===== config.mk =====
export PLATFORM = sky130hd
export DESIGN_NAME = lut_func_pipe_flat
export DESIGN_NICKNAME = d
export VERILOG_FILES = /design/src/rtl/lut_func_pipe_if.sv /design/src/rtl/lut_func_pipe.sv /design/src/flat_wrapper.sv
export SDC_FILE = /design/constraint.sdc
export NUM_CORES = 1
export LEC_CHECK = 0
export ABC_CLOCK_PERIOD_IN_PS = 2600
export BUFFER_PORTS_ARGS = -buffer_cell sky130_fd_sc_hd__buf_2
export CELL_PAD_IN_SITES_DETAIL_PLACEMENT = 0
export CELL_PAD_IN_SITES_GLOBAL_PLACEMENT = 1
export CORE_UTILIZATION = 50
export CTS_BUF_LIST = sky130_fd_sc_hd__clkbuf_4 sky130_fd_sc_hd__clkbuf_8
export CTS_CLUSTER_SIZE = 14
export DETAILED_ROUTE_END_ITERATION = 8
export PLACE_DENSITY_LB_ADDON = 0.1
export SYNTH_ARGS = -nofsm -noshare
export SYNTH_HDL_FRONTEND = slang
export SYNTH_SLANG_ARGS = --single-unit

===== constraint.sdc =====
create_clock -name clk -period 2.6 [get_ports clk]
set_input_delay 0.52 -clock clk [delete_from_list [all_inputs] [get_ports clk]]
set_output_delay 0.52 -clock clk [all_outputs]
set_load 0.02 [all_outputs]

===== src/rtl/lut_func_pipe_if.sv =====
`default_nettype none
// ============================================================================
// Module   : lut_func_pipe_if
// Purpose  : Operand/result stream and table-config bundle for lut_func_pipe.
//            cfg_rdata exists only when LUT_READBACK_EN is defined.
// Revision : 1.0 - initial release
// ============================================================================
interface lut_func_pipe_if #(
    parameter int N_IN = 4
);
    logic            in_valid;
    logic            in_ready;
    logic [N_IN-1:0] in_x;
    logic            in_s;
    logic            out_valid;
    logic            out_ready;
    logic            out_o;
    logic            cfg_we;
    logic [1:0]      cfg_sel;
    logic [N_IN-1:0] cfg_addr;
    logic            cfg_data;
    logic            cfg_busy;
`ifdef LUT_READBACK_EN
    logic            cfg_rdata;
`endif

    modport master (
        output in_valid, in_x, in_s, out_ready,
        output cfg_we, cfg_sel, cfg_addr, cfg_data,
        input  in_ready, out_valid, out_o, cfg_busy
`ifdef LUT_READBACK_EN
        , input cfg_rdata
`endif
    );

    modport slave (
        input  in_valid, in_x, in_s, out_ready,
        input  cfg_we, cfg_sel, cfg_addr, cfg_data,
        output in_ready, out_valid, out_o, cfg_busy
`ifdef LUT_READBACK_EN
        , output cfg_rdata
`endif
    );
endinterface
`default_nettype wire


===== src/rtl/lut_func_pipe.sv =====
`default_nettype none
// ============================================================================
// Module   : lut_func_pipe
// Purpose  : Three-stage pipelined evaluator of programmable truth tables,
//            O = S ? G[x] : F[{W[x], x[N_IN-2:0]}]. Optional table readback
//            port is enabled by defining LUT_READBACK_EN.
// Revision : 1.0 - initial release
// ============================================================================
module lut_func_pipe #(
    parameter int N_IN   = 4,
    parameter     W_INIT = 16'h47E7,
    parameter     F_INIT = 16'h6F44,
    parameter     G_INIT = 16'h2CE9
) (
    input  logic               clk,
    input  logic               rst,
    lut_func_pipe_if.slave     bus
);
    localparam int                 c_DEPTH  = 2 ** N_IN;
    localparam logic [c_DEPTH-1:0] c_W_INIT = c_DEPTH'(W_INIT);
    localparam logic [c_DEPTH-1:0] c_F_INIT = c_DEPTH'(F_INIT);
    localparam logic [c_DEPTH-1:0] c_G_INIT = c_DEPTH'(G_INIT);

    logic [c_DEPTH-1:0] r_tab_w;
    logic [c_DEPTH-1:0] r_tab_f;
    logic [c_DEPTH-1:0] r_tab_g;

    logic               r_v1, r_v2, r_v3;
    logic [N_IN-1:0]    r_x1;
    logic               r_s1, r_w1;
    logic               r_s2, r_f2, r_g2;
    logic               r_o3;

    logic               w_stall;
    logic               w_busy;
    logic               w_cfg_accept;
    logic               w_in_ready;
    logic               w_accept;
    logic [N_IN-1:0]    w_f_idx;

    assign w_stall      = r_v3 & ~bus.out_ready;
    assign w_busy       = r_v1 | r_v2 | r_v3;
    // Writes only land on an empty pipeline, so no item ever sees a half-updated table.
    assign w_cfg_accept = bus.cfg_we & ~w_busy & (bus.cfg_sel != 2'd3);
    assign w_in_ready   = ~w_stall & ~w_cfg_accept;
    assign w_accept     = bus.in_valid & w_in_ready;

    generate
        if (N_IN == 1) begin : g_fidx_w_only
            assign w_f_idx = r_w1;
        end else begin : g_fidx_cat
            assign w_f_idx = {r_w1, r_x1[N_IN-2:0]};
        end
    endgenerate

    always_ff @(posedge clk or posedge rst) begin
        if (rst) begin
            r_tab_w <= c_W_INIT;
            r_tab_f <= c_F_INIT;
            r_tab_g <= c_G_INIT;
        end else if (w_cfg_accept) begin
            case (bus.cfg_sel)
                2'd0:    r_tab_w[bus.cfg_addr] <= bus.cfg_data;
                2'd1:    r_tab_f[bus.cfg_addr] <= bus.cfg_data;
                2'd2:    r_tab_g[bus.cfg_addr] <= bus.cfg_data;
                default: ;
            endcase
        end
    end

    // A stall freezes every stage, bubbles included.
    always_ff @(posedge clk or posedge rst) begin
        if (rst) begin
            r_v1 <= 1'b0;
            r_v2 <= 1'b0;
            r_v3 <= 1'b0;
            r_x1 <= '0;
            r_s1 <= 1'b0;
            r_w1 <= 1'b0;
            r_s2 <= 1'b0;
            r_f2 <= 1'b0;
            r_g2 <= 1'b0;
            r_o3 <= 1'b0;
        end else if (!w_stall) begin
            r_v1 <= w_accept;
            if (w_accept) begin
                r_x1 <= bus.in_x;
                r_s1 <= bus.in_s;
                r_w1 <= r_tab_w[bus.in_x];
            end
            r_v2 <= r_v1;
            if (r_v1) begin
                r_s2 <= r_s1;
                r_f2 <= r_tab_f[w_f_idx];
                r_g2 <= r_tab_g[r_x1];
            end
            r_v3 <= r_v2;
            if (r_v2) begin
                r_o3 <= r_s2 ? r_g2 : r_f2;
            end
        end
    end

    assign bus.in_ready  = w_in_ready;
    assign bus.out_valid = r_v3;
    assign bus.out_o     = r_o3;
    assign bus.cfg_busy  = w_busy;

`ifdef LUT_READBACK_EN
    logic w_rdata;
    logic r_rdata;

    always_comb begin
        w_rdata = 1'b0;
        case (bus.cfg_sel)
            2'd0:    w_rdata = r_tab_w[bus.cfg_addr];
            2'd1:    w_rdata = r_tab_f[bus.cfg_addr];
            2'd2:    w_rdata = r_tab_g[bus.cfg_addr];
            default: w_rdata = 1'b0;
        endcase
    end

    always_ff @(posedge clk or posedge rst) begin
        if (rst) begin
            r_rdata <= 1'b0;
        end else begin
            r_rdata <= w_rdata;
        end
    end

    assign bus.cfg_rdata = r_rdata;
`endif

endmodule
`default_nettype wire


===== src/flat_wrapper.sv =====
// flat-port wrapper written by rule: the top's interface ports become plain ports
module lut_func_pipe_flat 
#(
    parameter int N_IN   = 4,
    parameter     W_INIT = 16'h47E7,
    parameter     F_INIT = 16'h6F44,
    parameter     G_INIT = 16'h2CE9
)
  (clk, rst, bus_in_valid, bus_in_x, bus_in_s, bus_out_ready, bus_cfg_we, bus_cfg_sel, bus_cfg_addr, bus_cfg_data, bus_in_ready, bus_out_valid, bus_out_o, bus_cfg_busy);
  lut_func_pipe_if #(.N_IN(N_IN)) bus_i ();
  input  logic clk;
  input  logic rst;
  input wire logic [$bits(bus_i.in_valid)-1:0] bus_in_valid;
  input wire logic [$bits(bus_i.in_x)-1:0] bus_in_x;
  input wire logic [$bits(bus_i.in_s)-1:0] bus_in_s;
  input wire logic [$bits(bus_i.out_ready)-1:0] bus_out_ready;
  input wire logic [$bits(bus_i.cfg_we)-1:0] bus_cfg_we;
  input wire logic [$bits(bus_i.cfg_sel)-1:0] bus_cfg_sel;
  input wire logic [$bits(bus_i.cfg_addr)-1:0] bus_cfg_addr;
  input wire logic [$bits(bus_i.cfg_data)-1:0] bus_cfg_data;
  output wire logic [$bits(bus_i.in_ready)-1:0] bus_in_ready;
  output wire logic [$bits(bus_i.out_valid)-1:0] bus_out_valid;
  output wire logic [$bits(bus_i.out_o)-1:0] bus_out_o;
  output wire logic [$bits(bus_i.cfg_busy)-1:0] bus_cfg_busy;
  assign bus_i.in_valid = bus_in_valid;
  assign bus_i.in_x = bus_in_x;
  assign bus_i.in_s = bus_in_s;
  assign bus_i.out_ready = bus_out_ready;
  assign bus_i.cfg_we = bus_cfg_we;
  assign bus_i.cfg_sel = bus_cfg_sel;
  assign bus_i.cfg_addr = bus_cfg_addr;
  assign bus_i.cfg_data = bus_cfg_data;
  assign bus_in_ready = bus_i.in_ready;
  assign bus_out_valid = bus_i.out_valid;
  assign bus_out_o = bus_i.out_o;
  assign bus_cfg_busy = bus_i.cfg_busy;
  lut_func_pipe #(.N_IN(N_IN), .W_INIT(W_INIT), .F_INIT(F_INIT), .G_INIT(G_INIT)) u_core (.clk(clk), .rst(rst), .bus(bus_i));
endmodule

==> summary.txt, run 1 <==
Layout
  • Area of all placed cells without fillers: roughly 3500 um2
  • Fraction of layout instances using a drive strength above 1: around 50%
  • Final antenna diode count: 0
  • Area added between synthesis and finish: 11.48%
  • Number of nets in the finished design: 288

Timing
  • Final Cycle Share: around 92%
  • Pins over their slew limit: 0
  • Min Tclk post-route: between 2 and 2.5 ns
  • Worst clock skew on the final layout: approximately 0.0054 ns
  • Setup total negative slack: 0 ns
  • Highest clock frequency the design can meet: between 400 and 500 MHz
  • Final hold violations: 0
  • Final setup violating endpoints: 0
  • Least-Margin Pin Slew: between 0.8 and 0.9 ns
  • Slew HR: between 40% and 50%
  • Setup repair after global routing missed its margin: no

Logic synthesis
  • Async SR Flop Fraction: 100.0%
  • Synth Flop Type: dfrtp_1
  • Share of the synthesized area in compound gates (AO/OA/AOI/OAI): 2.112%
  • Simple logic cell fraction of the synthesized area: 14.15%
  • Most used standard cells in the synthesized netlist: nand2_1 (55), mux2_2 (36), dfrtp_1 (35)
  • Post-synthesis instance area: approximately 3100 um2
  • Syn Area/Cell: around 13 um2
  • Share of cell area taken by muxes after synthesis: 31.53%
  • Syn. warnings: 0
  • Synthesized Nets: ~270
  • XOR/XNOR share of the synthesized area: 0%
  • Top area cells in the synthesized netlist: dfrtp_1 (28%), dfstp_2 (22%), mux2_2 (13%)
  • Proportion of netlist area held by the largest area contributor: 27.90%
  • Register bit total from synthesis: between 60 and 70
  • EDFF count, synth: 0
  • Most used standard cell by instance count after synthesis: nand2_1
  • Cell taking the most area after synthesis: dfrtp_1
  • Fraction of the yosys area taken by sequential cells: 49.66%
  • Adder-Cell Fraction of Synth Area: 0%
  • Synthesized netlist cell count: 249
  • Dominant combinational cell family by area after synthesis: multiplexers
  • Number of unique standard cell types used by synthesis: 31

Clock tree
  • Cell at the root of the clock tree: clkbuf_8
  • Level count of the clock H-tree: 3
  • Count of hold buffers inserted by post-cts repair: 0
  • Setup repair bufs after CTS: 0
  • Gates resized, CTS repair: 0
  • Number of buffers created by CTS: 9
  • Clock latency on the worst-skew pair: 0.33 ns
  • Clock transition at the registers of the reported paths: approximately 0.070 ns
  • Clock tree sinks: ~60
  • Maximum count of clock buffers along a single path: 2
  • TritonCTS clock tree: done

Route
  • First-iteration detailed-routing DRC count: 93
  • Drt wl/cell: roughly 17 um
  • Overall routed net length: roughly 6.1 mm
  • Routed via count divided by cell count: 5.453
  • Count of vias placed by the detailed router: about 1,900
  • Number of detailed-route iterations in the first pass: 4
  • Remaining design rule violation count: 0
  • Count of nets left with antenna violations after detail routing: 0

Critical path
  • Crit-path max FO: 6
  • Arrival @ worst endpoint: about 1.9 ns
  • Delay of the slowest cell on the worst path: about 0.7 ns
  • Type of origin of the critical path: flip-flop
  • Slowest stage cell on the critical path: or4b_1
  • Worst setup EP type: output port
  • Critical path required time: 2.08 ns
  • Series of cell instances along the critical path: or4b_1, o21a_1, buf_2
  • Category of the critical setup timing path: reg -> out
  • Register-to-register setup slack: about 0.46 ns

GRT
  • Via count of the first global-routing pass: between 1,500 and 2,000
  • Overflow after GRT: 0
  • Number of antenna violations at the first check in global routing: 0
  • Global-route wire length before repair: just over 10 mm
  • Largest net degree at the start of global routing: 49
  • Global router's overall resource usage: 21.71%

Place
  • Port Buffers: 20
  • Post-DP HPWL: roughly 4.2 mm
  • Cell area reported after detailed placement: 3299 um2
  • Final estimated routing congestion in global placement: between 0.8 and 0.9

Flow run
  • Max-capacitance violation count: 0

Floorplan
  • Die area: around 6600 um2
  • Floorplan row count: 28
  • Number of ports placed on the die boundary: 21
  • Vertical die dimension: slightly above 80 um
  • Std-Cell Core Area: roughly 6000 um2
  • Die W: 81.24 um
  • Initial cell density of the core: a little over half

Hold path
  • Class of the tightest hold or removal check: in -> async

Pwr
  • Overall power: between 2000 and 3000 uW
  • Reported leakage power: about 0.0015 uW
  • Total power density per cell area: about 760 nW/um2
  • Max rail drop VDD: a little under 0.0005 V

Run status
  • Status: completed
[critical path: cells and delay by family (launching register included)]
kind / cells / cell delay [ns]
buffers and inverters: 1 / 0.16
AO/OA/AOI/OAI: 1 / 0.27
flip-flops: 1 / 0.43
AND/OR/NAND/NOR: 1 / 0.70
[kinds of logic after synthesis]
family,count (synthesis)
compound gates,9
buf+inv,14
flops,61
mux,72
simple gates,93
[placed cells by master (no fill, tap or decap), types with 2 or more instances in the layout]
cell type and count:
nand2_1 55, mux2_2 36, dfrtp_1 35, dfstp_2 26, buf_2 20, mux2_4 17, nor2_1 11, mux4_2 11
clkbuf_8 10, mux2i_1 7, nand2b_1 6, nor3_1 6, nand3_1 3, a31oi_1 3, buf_4 3, nor3b_4 2
and2_1 2, nor2b_1 2, or2_2 2, o2111ai_1 2, clkinv_2 2, clkbuf_4 2
[routing by layer]
layer	global-route usage [%]	part of all wire [%]	wire length [um]
met3	4.157	3.3	202
met1	31.75	51	3105
met2	31.93	45	2749
met4	8.036	0.61	37
met5	0	0	0
[metrics by stage]
step | setup slack (ns) | std cells | util [%] | hold WS, ns
after global placement | 0.3797 | 335 | 55.08 | 0.4846
after detailed placement | 0.3694 | 335 | 55.08 | 0.4898
final | 0.2019 | 351 | 58.42 | 0.2724
after floorplan | 0.5415 | 249 | - | 0.4683
after global routing | 0.1428 | 351 | 58.42 | 0.3165
after CTS | 0.1854 | 351 | 58.42 | 0.2766
[where the power goes]
part	leakage (uW)	switching [uW]	total, uW	internal (uW)
Clock	0.000103	361	848	487
Sequential	0.000727	152	1280	1130
Combinational	0.000714	233	515	282
[worst paths after layout]
| kind | start | endpoint | cells past startpoint |
|---|---|---|---|
| worst max-delay path | u_core.r_v2 | bus_in_ready | 3 |
| worst min-delay path | rst | u_core.r_tab_g[4] | 2 |
| worst max register to register | u_core.r_v2 | u_core.r_w1 | 4 |
| worst min register to register | u_core.r_tab_w[12] | u_core.r_tab_w[12] | 1 |
| max in group asynchronous | rst | u_core.r_tab_f[13] | 3 |
| min in group clk | bus_in_s | u_core.r_s1 | 2 |
[flip-flops by register name, indices dropped and copies added (netlist names)]
signal and count:
u_core.r_tab_w 16, u_core.r_tab_g 16, u_core.r_x1 4, u_core.r_s1 1, u_core.r_g2 1, u_core.r_v1 1, u_core.r_v2 1, u_core.r_tab_f 16
u_core.bus.out_valid 1, u_core.r_f2 1, u_core.r_s2 1, u_core.r_w1 1, u_core.bus.out_o 1
[final cells by class]
cell class	count	area (um2)
Inverter	1	3.754
Timing Repair Buffer	24	142.6
Fill cell	527	2491
Tap cell	75	93.84
Sequential cell	61	1559
Multi-Input combinational cell	174	1500
Clock inverter	4	47.55
Clock buffer	12	152.6
No activity file was read; power rests on OpenSTA's default activity.
==> run 2: changes to the inputs <==
- PLACE_DENSITY: unset -> 0.89
- PLACE_DENSITY_LB_ADDON: 0.1 -> unset
==> summary.txt, run 2 (synthesis gave the netlist of run 1 again) <==
Clock tree
  • Clock latency on the worst-skew pair: 0.34 ns (about the same)
  • TritonCTS clock tree: done
  • Maximum count of clock buffers along a single path: 2 (unchanged)
  • Gates resized, CTS repair: 0 (unchanged)
  • Cell at the root of the clock tree: clkbuf_8
  • Count of hold buffers inserted by post-cts repair: 0 (unchanged)
  • Clock tree sinks: 61 (unchanged)
  • Level count of the clock H-tree: 3 (unchanged)
  • Number of buffers created by CTS: 9 (unchanged)
  • Clock transition at the registers of the reported paths: 0.07 ns (about the same)
  • Setup repair bufs after CTS: 0 (unchanged)

Critical path
  • Crit-path max FO: 6 (unchanged)
  • Category of the critical setup timing path: reg -> out
  • Type of origin of the critical path: flip-flop
  • Number of cell instances on the worst register-to-register path: 5 (+1)
  • Worst setup EP type: output port
  • Critical path required time: 2.08 ns (about the same)
  • Arrival @ worst endpoint: 1.88 ns (about the same)

Route
  • Remaining design rule violation count: 0 (unchanged)
  • Overall routed net length: 6.122 mm (+0.44%)
  • Drt wl/cell: 17.44 um (+0.44%)
  • Count of vias placed by the detailed router: 1,960 (+2.4%)
  • Count of nets left with antenna violations after detail routing: 0 (unchanged)
  • Routed via count divided by cell count: 5.584 (+2.4%)
  • Number of detailed-route iterations in the first pass: 4 (unchanged)
  • First-iteration detailed-routing DRC count: 182 (+96%)

Timing
  • Final hold violations: 0 (unchanged)
  • Highest clock frequency the design can meet: 417.3 MHz (about the same)
  • Final setup violating endpoints: 0 (unchanged)
  • Worst clock skew on the final layout: 0.01038 ns (+0.004933 ns)
  • Min Tclk post-route: 2.396 ns (-0.001723 ns)
  • Setup total negative slack: 0 ns (unchanged)
  • Pins over their slew limit: 0 (unchanged)
  • Slew HR: 48.65% (+2.2 points)
  • Least-Margin Pin Slew: 0.7702 ns (-0.03233 ns)
  • Setup repair after global routing missed its margin: no
  • Final Cycle Share: 92.17% (about the same)
  • Post-Route Hold Slack: 0.2324 ns (-0.04001 ns)

GRT
  • Global-route wire length before repair: 10.59 mm (+3.8%)
  • Largest net degree at the start of global routing: 62 (+27%)
  • Overflow after GRT: 0 (unchanged)
  • Global router's overall resource usage: 22.67% (+0.96 points)
  • Via count of the first global-routing pass: 1,998 (+2.7%)
  • Number of antenna violations at the first check in global routing: 0 (unchanged)

Layout
  • Most common cell after layout, fill and taps aside: nand2_1
  • Final antenna diode count: 0 (unchanged)
  • Number of nets in the finished design: 288 (unchanged)
  • Commonest non-fill, non-tap cells in the layout: nand2_1 (55), mux2_2 (36), dfrtp_1 (35)
  • Area added between synthesis and finish: 11.32%
  • # fillers: 522 (-0.95%)
  • Fraction of layout instances using a drive strength above 1: 49.64% (unchanged)
  • Area taken by multi-input logic gates: 1500 um2 (unchanged)
  • Registers with the most flip-flops: u_core.r_tab_f (16), u_core.r_tab_g (16), u_core.r_tab_w (16)
  • Area of all sequential standard cells: 1559 um2 (unchanged)

Place
  • Post-DP HPWL: 4.307 mm (+2.0%)
  • Final estimated routing congestion in global placement: 0.7522 (-8.0%)
  • Port Buffers: 20 (unchanged)

Run status
  • Status: completed

Floorplan
  • Number of ports placed on the die boundary: 21 (unchanged)
  • Initial cell density of the core: 52.40% (unchanged)
  • Vertical die dimension: 81.24 um (unchanged)
  • Floorplan row count: 28 (unchanged)
  • Std-Cell Core Area: 5991 um2 (unchanged)
  • Die W: 81.24 um (unchanged)
  • Die area: 6599 um2 (unchanged)

Flow run
  • Max-capacitance violation count: 0 (unchanged)

Pwr
  • Reported leakage power: 0.001548 uW (+0.20%)
  • Max rail drop VDD: 0.0004811 V (-1.4%)
  • Total power density per cell area: 755.2 nW/um2 (about the same)

Hold path
  • Class of the tightest hold or removal check: in -> async
## run 2: cell count changes in the layout (fill, tap and decap cells not counted)
cell,change
clkinvlp_4,-1
clkinv_2,+2
clkbuf_4,-1
## run 2: path summary, 6_finish.rpt
check,start,endpoint,slack (ns)
max,u_core.r_v2,bus_in_ready,0.20
min,rst,u_core.r_tab_g[9],0.23
max reg2reg,u_core.r_v2,u_core.r_tab_f[0],0.46
min reg2reg,u_core.r_tab_g[4],u_core.r_tab_g[4],0.50
max in group asynchronous,rst,u_core.r_tab_w[2],2.06
min in group clk,bus_in_s,u_core.r_s1,0.42
## run 2: area by class of cell
cell class | instances | share of cell area [%]
clock buffers | 11 | 4.153
clock inverters | 5 | 1.432
inverters | 1 | 0.1074
multi-input cells | 174 | 42.93
flip-flops and latches | 61 | 44.61
well taps | 75 | 2.685
repair buffers | 24 | 4.082
## run 2: routing by layer
metal	part of all wire [%]	GRT usage, %	wire [um]
met1	47	30.07	2896
met4	1.0	7.500	61
met3	4.3	6.517	261
met5	0	0	0
met2	47	35.71	2902
## run 2: critical path, stage by stage (launching register included)
cell and delay [ns]:
dfrtp_1 0.43, or4b_1 0.70, o21a_1 0.26, buf_2 0.16
## run 2: per-stage QoR
stage               instance area [um2]  cells  total power (uW)  setup WS (ns)  utilization, %
floorplan                          3139    249              1681         0.5415               -
global placement                   3299    335              1811         0.4102           55.08
detailed placement                 3299    335              1834         0.3669           55.08
CTS                                3495    351              2670         0.1793           58.33
global route                       3495    351              2792         0.1415           58.33
finish                             3495    351              2639         0.2037           58.33
## run 2: where the power goes
group	internal, uW	total [uW]	switching, uW
clock	472	831	358
sequential	1130	1290	159
combinational	283	520	237
total	1880	2640	755
==> run 3: changes to the inputs <==
- ABC_AREA: unset -> 1
- CORE_UTILIZATION: 50 -> 46
- PLACE_DENSITY: 0.89 -> 0.9
==> summary.txt, run 3 <==
Run status
  • Status: completed

Hold path
  • Class of the tightest hold or removal check: in -> async

Place
  • Final estimated routing congestion in global placement: 0.8000 (+6.4%)
  • Minimum setup slack after placement: 0.7118 ns (+0.3448 ns)
  • Post-DP HPWL: 5.114 mm (+19%)
  • Port Buffers: 20 (unchanged)

Clock tree
  • Clock latency on the worst-skew pair: 0.34 ns (about the same)
  • Cell at the root of the clock tree: clkbuf_8
  • Number of buffers created by CTS: 9 (unchanged)
  • Gates resized, CTS repair: 0 (unchanged)
  • Setup repair bufs after CTS: 0 (unchanged)
  • Clock tree sinks: 61 (unchanged)
  • Maximum count of clock buffers along a single path: 2 (unchanged)
  • TritonCTS clock tree: done
  • Count of hold buffers inserted by post-cts repair: 0 (unchanged)
  • Level count of the clock H-tree: 3 (unchanged)
  • Clock transition at the registers of the reported paths: 0.07 ns (about the same)

Pwr
  • Cell internal power dissipation: 1770 uW (-6.1%)
  • Reported leakage power: 0.001532 uW (-1.0%)
  • Overall power: 2676 uW (+1.4%)
  • Clock network power share: 29.1% (-2.4 points)
  • Psw: 906.4 uW (+20%)
  • Sequential power share: 46.2% (-2.6 points)
  • Combinational group share of total power: 24.8% (+5.1 points)
  • Total power density per cell area: 769.2 nW/um2 (+1.9%)
  • Fraction of power spent switching nets: 33.87% (+5.3 points)
  • Max rail drop VDD: 0.0003180 V (-34%)

Floorplan
  • Die W: 84.66 um (+4.2%)
  • Number of ports placed on the die boundary: 21 (unchanged)
  • Die area: 7167 um2 (+8.6%)
  • Vertical die dimension: 84.66 um (+4.2%)
  • Initial cell density of the core: 48.66% (-3.7 points)
  • Std-Cell Core Area: 6459 um2 (+7.8%)
  • Floorplan row count: 29 (+3.6%)

Timing
  • Highest clock frequency the design can meet: 491.6 MHz (+18%)
  • Slew HR: 49.79% (+1.1 points)
  • Setup total negative slack: 0 ns (unchanged)
  • Setup repair after global routing missed its margin: no
  • Final setup violating endpoints: 0 (unchanged)
  • Pins over their slew limit: 0 (unchanged)
  • Min Tclk post-route: 2.034 ns (-0.3621 ns)
  • Final Cycle Share: 78.24% (-14 points)
  • Setup slack of the critical path after layout: 0.5658 ns (+0.3621 ns)
  • Worst clock skew on the final layout: 0.006762 ns (-0.003617 ns)
  • Final hold violations: 0 (unchanged)
  • Least-Margin Pin Slew: 0.7507 ns (-0.01957 ns)

Layout
  • Commonest non-fill, non-tap cells in the layout: nand2_1 (178), nand3_1 (37), dfrtp_1 (35)
  • Number of nets in the finished design: 457 (+59%)
  • Most common cell after layout, fill and taps aside: nand2_1
  • Fraction of layout instances using a drive strength above 1: 19.10% (-31 points)
  • Registers with the most flip-flops: u_core.r_tab_f (16), u_core.r_tab_g (16), u_core.r_tab_w (16)
  • Area added between synthesis and finish: 10.71%
  • Final antenna diode count: 0 (unchanged)

Route
  • Count of vias placed by the detailed router: 2,661 (+36%)
  • Number of detailed-route iterations in the first pass: 6 (+2)
  • Overall routed net length: 7.304 mm (+19%)
  • First-iteration detailed-routing DRC count: 201 (+10%)
  • Remaining design rule violation count: 0 (unchanged)
  • Count of nets left with antenna violations after detail routing: 0 (unchanged)
  • Routed via count divided by cell count: 5.098 (-8.7%)
  • Drt wl/cell: 13.99 um (-20%)

Logic synthesis
  • Register bit total from synthesis: 61 (unchanged)
  • Cell taking the most area after synthesis: dfrtp_1
  • Top area cells in the synthesized netlist: dfrtp_1 (28%), dfstp_2 (22%), nand2_1 (21%)
  • Synthesized Nets: 436 (+64%)
  • Post-synthesis instance area: 3143 um2 (+0.12%)
  • Synthesized netlist cell count: 419 (+68%)
  • Syn. warnings: 0 (unchanged)
  • Most used standard cells in the synthesized netlist: nand2_1 (178), nand3_1 (37), dfrtp_1 (35)
  • Async SR Flop Fraction: 100.0% (unchanged)
  • Syn Area/Cell: 7.501 um2 (-41%)
  • Proportion of netlist area held by the largest area contributor: 27.87% (-0.033 points)
  • Synth Flop Type: dfrtp_1
  • Most used standard cell by instance count after synthesis: nand2_1
  • EDFF count, synth: 0 (unchanged)
  • Fraction of the yosys area taken by sequential cells: 49.60% (-0.059 points)
  • Number of unique standard cell types used by synthesis: 21 (-32%)

Critical path
  • Crit-path max FO: 4 (-2)
  • Arrival @ worst endpoint: 1.51 ns (-0.37 ns)
  • Type of origin of the critical path: flip-flop
  • Category of the critical setup timing path: reg -> out
  • Worst setup EP type: output port
  • Critical path required time: 2.08 ns (about the same)
  • Number of cell instances on the worst register-to-register path: 5 (unchanged)

GRT
  • Number of antenna violations at the first check in global routing: 0 (unchanged)
  • Via count of the first global-routing pass: 2,604 (+30%)
  • Global router's overall resource usage: 22.60% (-0.070 points)
  • Overflow after GRT: 0 (unchanged)
  • Largest net degree at the start of global routing: 49 (-21%)
  • Global-route wire length before repair: 12.34 mm (+16%)

Flow run
  • Max-capacitance violation count: 0 (unchanged)
run 3: cell types whose count changed in the layout (fill, tap and decap cells not counted), sizes merged, moves of 4 or more:
| cell | delta |
|---|---|
| mux4 | -11 |
| nor3 | -4 |
| nand2b | -6 |
| nand3 | +35 |
| mux2 | -54 |
| nand2 | +134 |
| o21ai | +54 |
| inv | +34 |
| mux2i | -6 |
| nor2 | +10 |
run 3: cell type report:
class | instances | area (um2)
flip-flops and latches | 61 | 1559
multi-input cells | 308 | 1363
clock inverters | 2 | 10.01
clock buffers | 14 | 173.9
well taps | 77 | 96.34
fillers | 638 | 2979
inverters | 36 | 135.1
repair buffers | 24 | 142.6
run 3: kinds of logic after synthesis:
kind of cell | after synthesis | synth area share, %
buf+inv | 50 | 7.046
simple gates | 251 | 34.04
flops | 61 | 49.60
mux | 1 | 0.3185
compound gates | 56 | 8.997
run 3: layer usage:
| metal | vias up | wire, um | part of all wire (%) | track usage (%) |
|---|---|---|---|---|
| li1 | 1362 | - | - | - |
| met1 | 1236 | 3455 | 47 | 30.12 |
| met2 | 53 | 3412 | 47 | 36.88 |
| met3 | 10 | 324 | 4.4 | 4.621 |
| met4 | 0 | 112 | 1.5 | 7.704 |
| met5 | - | 0 | 0 | 0 |
run 3: power by group through the flow:
stage	Clock [uW]	Sequential, uW	Combinational [uW]
after global placement	0	1250	654
after floorplan	0	1230	502
after detailed placement	0	1250	668
after CTS	795	1240	671
final	778	1240	663
after global routing	833	1260	756
run 3: worst paths after layout:
path | slack [ns] | startpoint | end
worst max-delay path | 0.57 | u_core.r_v1 | bus_in_ready
worst min-delay path | 0.26 | rst | u_core.r_tab_g[14]
worst max register to register | 0.80 | u_core.r_v1 | u_core.r_tab_f[13]
worst min register to register | 0.47 | u_core.r_tab_w[8] | u_core.r_tab_w[8]
max in group asynchronous | 1.67 | rst | u_core.r_tab_w[1]
min in group clk | 0.37 | bus_in_s | u_core.r_s1
run 3: critical path, stage by stage (launching register included):
cell and delay (ns):
dfrtp_1 0.39, nor2_2 0.17, nand3_4 0.14, o21bai_1 0.22, nand2_1 0.07, inv_1 0.04, buf_2 0.14
run 3: through the flow:
step | std cells | cell area (um2) | hold slack (ns) | util [%]
floorplan | 419 | 3143 | 0.4481 | -
global placement | 506 | 3296 | 0.4575 | 51.03
detailed placement | 506 | 3296 | 0.4617 | 51.03
CTS | 522 | 3480 | 0.2750 | 53.87
global route | 522 | 3480 | 0.3100 | 53.87
finish | 522 | 3480 | 0.2630 | 53.87
